==> config.mk <==
export PLATFORM = sky130hd
export DESIGN_NAME = uart_rx
export DESIGN_NICKNAME = d
export VERILOG_FILES = /design/src/rtl/uart_rx.sv
export SDC_FILE = /design/constraint.sdc
export NUM_CORES = 1
export LEC_CHECK = 0
export ABC_AREA = 0
export CORE_MARGIN = 3
export CORE_UTILIZATION = 50
export DETAILED_ROUTE_END_ITERATION = 10
export HOLD_SLACK_MARGIN = 0.15
export PLACE_DENSITY_LB_ADDON = 0.3
export SLEW_MARGIN = 40
export SYNTH_ARGS = -nofsm -noshare
export SYNTH_HDL_FRONTEND = slang
export SYNTH_SLANG_ARGS = --single-unit
==> constraint.sdc <==
create_clock -name clk -period 1.94 [get_ports clk]
set_input_delay 0.194 -clock clk [delete_from_list [all_inputs] [get_ports clk]]
set_output_delay 0.194 -clock clk [all_outputs]
set_load 0.02 [all_outputs]
==> src/rtl/uart_rx.sv <==
// UART receiver: recovers start/data/stop frames from an asynchronous rx line,
// strobes each good byte on dout_valid and a low stop bit on frame_err.
module uart_rx #(
    parameter int unsigned CLK_HZ    = 65_000_000,
    parameter int unsigned BAUD      = 115_200,
    parameter int unsigned DATA_BITS = 8
) (
    input  logic                 clk,
    input  logic                 rst_n,
    input  logic                 rx,
    output logic [DATA_BITS-1:0] dout,
    output logic                 dout_valid,
    output logic                 frame_err
);

    localparam int unsigned DIV   = (CLK_HZ + BAUD / 2) / BAUD;
    localparam int unsigned HALF  = DIV / 2;
    localparam int unsigned CNT_W = $clog2(DIV);
    localparam int unsigned BIT_W = $clog2(DATA_BITS);

    typedef enum logic [2:0] {
        S_IDLE  = 3'd0,
        S_START = 3'd1,
        S_DATA  = 3'd2,
        S_STOP  = 3'd3,
        S_BREAK = 3'd4
    } state_t;

    state_t               r_state;
    state_t               w_next;
    logic                 r_sync1;
    logic                 r_rx_s;
    logic [CNT_W-1:0]     r_cnt;
    logic [BIT_W-1:0]     r_bit;
    logic [DATA_BITS-1:0] r_shift;

    logic w_half;
    logic w_full;
    logic w_last_bit;
    logic w_cnt_clr;
    logic w_bit_clr;
    logic w_shift_en;
    logic w_good;
    logic w_ferr;

    assign w_half     = (r_cnt == CNT_W'(HALF - 1));
    assign w_full     = (r_cnt == CNT_W'(DIV - 1));
    assign w_last_bit = (r_bit == BIT_W'(DATA_BITS - 1));

    // Two-flop synchronizer; idle-high reset avoids a false start after reset
    always_ff @(posedge clk or negedge rst_n) begin
        if (!rst_n) begin
            r_sync1 <= 1'b1;
            r_rx_s  <= 1'b1;
        end else begin
            r_sync1 <= rx;
            r_rx_s  <= r_sync1;
        end
    end

    always_ff @(posedge clk or negedge rst_n) begin
        if (!rst_n) r_state <= S_IDLE;
        else        r_state <= w_next;
    end

    always_comb begin
        w_next = r_state;
        case (r_state)
            S_IDLE:  if (!r_rx_s) w_next = S_START;
            S_START: if (w_half) w_next = r_rx_s ? S_IDLE : S_DATA;
            S_DATA:  if (w_full && w_last_bit) w_next = S_STOP;
            S_STOP:  if (w_full) w_next = r_rx_s ? S_IDLE : S_BREAK;
            S_BREAK: if (r_rx_s) w_next = S_IDLE;
            default: w_next = S_IDLE;
        endcase
    end

    always_comb begin
        w_cnt_clr  = 1'b1;
        w_bit_clr  = 1'b1;
        w_shift_en = 1'b0;
        w_good     = 1'b0;
        w_ferr     = 1'b0;
        case (r_state)
            S_START: w_cnt_clr = w_half;
            S_DATA: begin
                w_cnt_clr  = w_full;
                w_bit_clr  = 1'b0;
                w_shift_en = w_full;
            end
            S_STOP: begin
                w_cnt_clr = w_full;
                w_good    = w_full && r_rx_s;
                w_ferr    = w_full && !r_rx_s;
            end
            default: ;
        endcase
    end

    // Bit timing, bit index and LSB-first shift register
    always_ff @(posedge clk or negedge rst_n) begin
        if (!rst_n) begin
            r_cnt   <= '0;
            r_bit   <= '0;
            r_shift <= '0;
        end else begin
            r_cnt <= w_cnt_clr ? '0 : r_cnt + CNT_W'(1);
            if (w_bit_clr)       r_bit <= '0;
            else if (w_shift_en) r_bit <= r_bit + BIT_W'(1);
            if (w_shift_en) r_shift <= {r_rx_s, r_shift[DATA_BITS-1:1]};
        end
    end

    always_ff @(posedge clk or negedge rst_n) begin
        if (!rst_n) begin
            dout       <= '0;
            dout_valid <= 1'b0;
            frame_err  <= 1'b0;
        end else begin
            dout_valid <= w_good;
            frame_err  <= w_ferr;
            if (w_good) dout <= r_shift;
        end
    end

endmodule
==> flow_summary.yaml, run 1 <==
global_route:
  grt.total_usage: 0.1657
  wire_length_of_the_first_global_routing_pass_um: 4505
  first_global_vias: 1011
  initial_antenna_violation_count: 0
  overflow: 0
  grt_start_max_net_pins: 37
floorplanning:
  placementRows: 19
  ios: 13
  core_area_mm2: 0.002853
  die_height_um: 61.77
  die_x_um: 61.77
  fp.dieArea_mm2: 0.003816
  initial_utilization: 0.5452
synthesis:
  yosysMostFrequentCell: "dfrtp_1"
  ys.warnings.count: 0
  synth_unique_cells: 30
  netlist_area_mm2: 0.001555
  synth_area_leaders: "dfrtp_1 (55%), mux2_2 (12%), xnor2_1 (4.5%)"
  synth_seq_area_share: 0.5809
  synth.cells.most_frequent: "dfrtp_1 (34), mux2_2 (16), nor3_1 (12)"
  synth_seq_cells: 36
  synthFlopType: "dfrtp_1"
  async_flop_share: 1.000
  yosysTopAreaCellShare: 0.5471
  synth-edff-count: 0
  synth_top_cell_by_area: "dfrtp_1"
  syn-instance-count: 125
  synth_nets: 132
  syn_area_per_cell_um2: 12.44
setup_path:
  critical_path_peak_fanout: 9
  worst_setup_path_start_kind: "register"
  crit_chain: "or3_4 > nor4_4 > and4_1 > buf_12 > mux2_4"
  crit_required_ns: 2.17
  critPathCaptureType: "register"
  crit_path_arrival_time_ns: 2.09
  flop_to_flop_setup_slack_ns: 0.08
  worst_path_largest_cell_delay_ns: 0.44
  timing_worst_setup_path_type: "register to register"
  crit_path_max_delay_cell_type: "dfrtp_1"
status:
  status: "completed"
cells_and_area:
  drive_gt1_frac: 0.2500
  final_net_count: 154
  finish.utilization: 0.6500
  post-route-cell-area_mm2: 0.001854
  synthToLayoutAreaGrowth_pct: 19.23
  layoutNonFillerInstCount: 179
  antenna-diode-count: 0
detailed_routing:
  dr_vias_cell: 5.609
  detail_route.drc_violations: 0
  drtIter0Drc: 42
  final_antenna_net_count: 0
  avgRoutedWirePerCell_um: 14.84
  routed_wl_um: 2656
  dr_total_vias: 1004
  firstDrtPassIters: 4
timing:
  final.setup.worst_slack_ns: 0.07577
  final-hold-violation-count: 0
  holdWs_ns: 0.2568
  slew-limit-headroom: 0.7072
  grt_setup_unrepaired: "true"
  maxSlewViolCount: 0
  setup_viol: 0
  min_period_ns: 1.864
  timing_worst_slew_pin_value_ns: 0.4392
  fin_setup_tns_ns: 0
  finalClockSkew_ns: 0.006340
  timing.fmax_ghz: 0.5364
  final_worst_path_cycle_share: 0.9609
power_and_ir_drop:
  power_mw: 1.188
  worst_ir_drop_vdd_v: 0.0006534
  powerDensity_mw_per_mm2: 640.6
  total_leakage_power_nw: 0.8489
clocking:
  tritoncts_clock_tree: "done"
  cts.sink_count: 36
  cts_inserted_buffers: 5
  clock_latency_late_sink_ns: 0.33
  clkSlewWorstSetupHoldPaths_ns: 0.10
  post-cts-setup-buffer-count: 0
  max-clock-path-buffers: 2
  clock_tree.htree_level_count: 2
  clock_tree_root: "clkbuf_4"
  cts_hold_buf: 0
  cts_repair_resize_count: 0
placement:
  finalWeightedCongestion: 0.8157
  post_dp_cell_area_mm2: 0.001788
  buffer_ports.inserted: 12
  preCtsSetupSlack_ns: 0.1081
  placed_cells: 171
  placed_wire_length_estimate_after_detailed_placement_um: 1970
min_path:
  hp-class: "input port to asynchronous set/reset pin"
flow_run:
  max_cap_viol_count: 0
[state kept, by name, indices dropped and copies added, names as in the netlist]
register    flops
r_sync1         1
r_cnt          10
r_state         3
r_rx_s          1
r_shift         8
frame_err       1
dout_valid      1
r_bit           3
dout            8
[layer usage]
metal | routed length [µm] | GRT usage
met3 | 106 | 0.05785
met4 | 27 | 0.04545
met2 | 1331 | 0.2765
met1 | 1190 | 0.2051
met5 | 0 | 0
[area by class of cell]
cell class	count	area, µm²
tap	31	38.79
clock inverter	1	7.507
fill	233	998.5
timing repair buffer	19	188.9
clock buffer	7	55.05
multi-input combinational	79	638.1
sequential	36	903.4
inverter	6	22.52
[power breakdown]
| part | total [mW] | leakage [nW] | internal, mW | switching, mW |
|---|---|---|---|---|
| combinational | 0.0194 | 0.336 | 0.00498 | 0.0144 |
| clock | 0.413 | 0.0315 | 0.177 | 0.235 |
| sequential | 0.756 | 0.481 | 0.754 | 0.00189 |
[kinds of logic after synthesis]
family	Yosys count	share of synthesized area
fa+ha+maj	4	0.03218
simple gates	41	0.1448
buf+inv	10	0.02976
xor+xnor	9	0.05069
compound gates	7	0.03299
mux	18	0.1287
flops	36	0.5809
[critical path: cells and delay by family, from the launching register on]
| family | cells | cell delay [ns] |
|---|---|---|
| flip-flops | 1 | 0.44 |
| AND/OR/NAND/NOR | 3 | 0.88 |
| multiplexers | 1 | 0.30 |
| buffers and inverters | 1 | 0.15 |
[placed cells by master (no fill, tap or decap), types with 2 or more instances in the layout]
cell / instances
clkdlybuf4s50_1: 12
clkbuf_4: 5
dfrtp_1: 34
nand4_1: 3
nand2_1: 4
nor3_1: 12
inv_1: 6
nand3_1: 5
buf_4: 5
dfstp_2: 2
mux2i_1: 2
xnor2_1: 8
ha_1: 3
mux2_4: 8
nor2_1: 10
mux2_2: 8
[worst paths after layout]
check	from	to	cells past startpoint
worst max-delay path	r_cnt[6]$_DFF_PN0_	dout[3]$_DFFE_PN0P_	5
worst min-delay path	rst_n	r_shift[0]$_DFFE_PN0P_	2
worst max register to register	r_cnt[6]$_DFF_PN0_	dout[3]$_DFFE_PN0P_	5
worst min register to register	r_sync1$_DFF_PN1_	r_rx_s$_DFF_PN1_	0
max in group asynchronous	rst_n	r_rx_s$_DFF_PN1_	2
min in group clk	rx	r_sync1$_DFF_PN1_	1
Note: power is estimated with default switching activity, not from simulation.
==> inputs of run 2 (changes only) <==
Settings changed: CAP_MARGIN from default to 20.
==> results of run 2 <==
Final layout, timing and power as in run 1 (identical DEF).
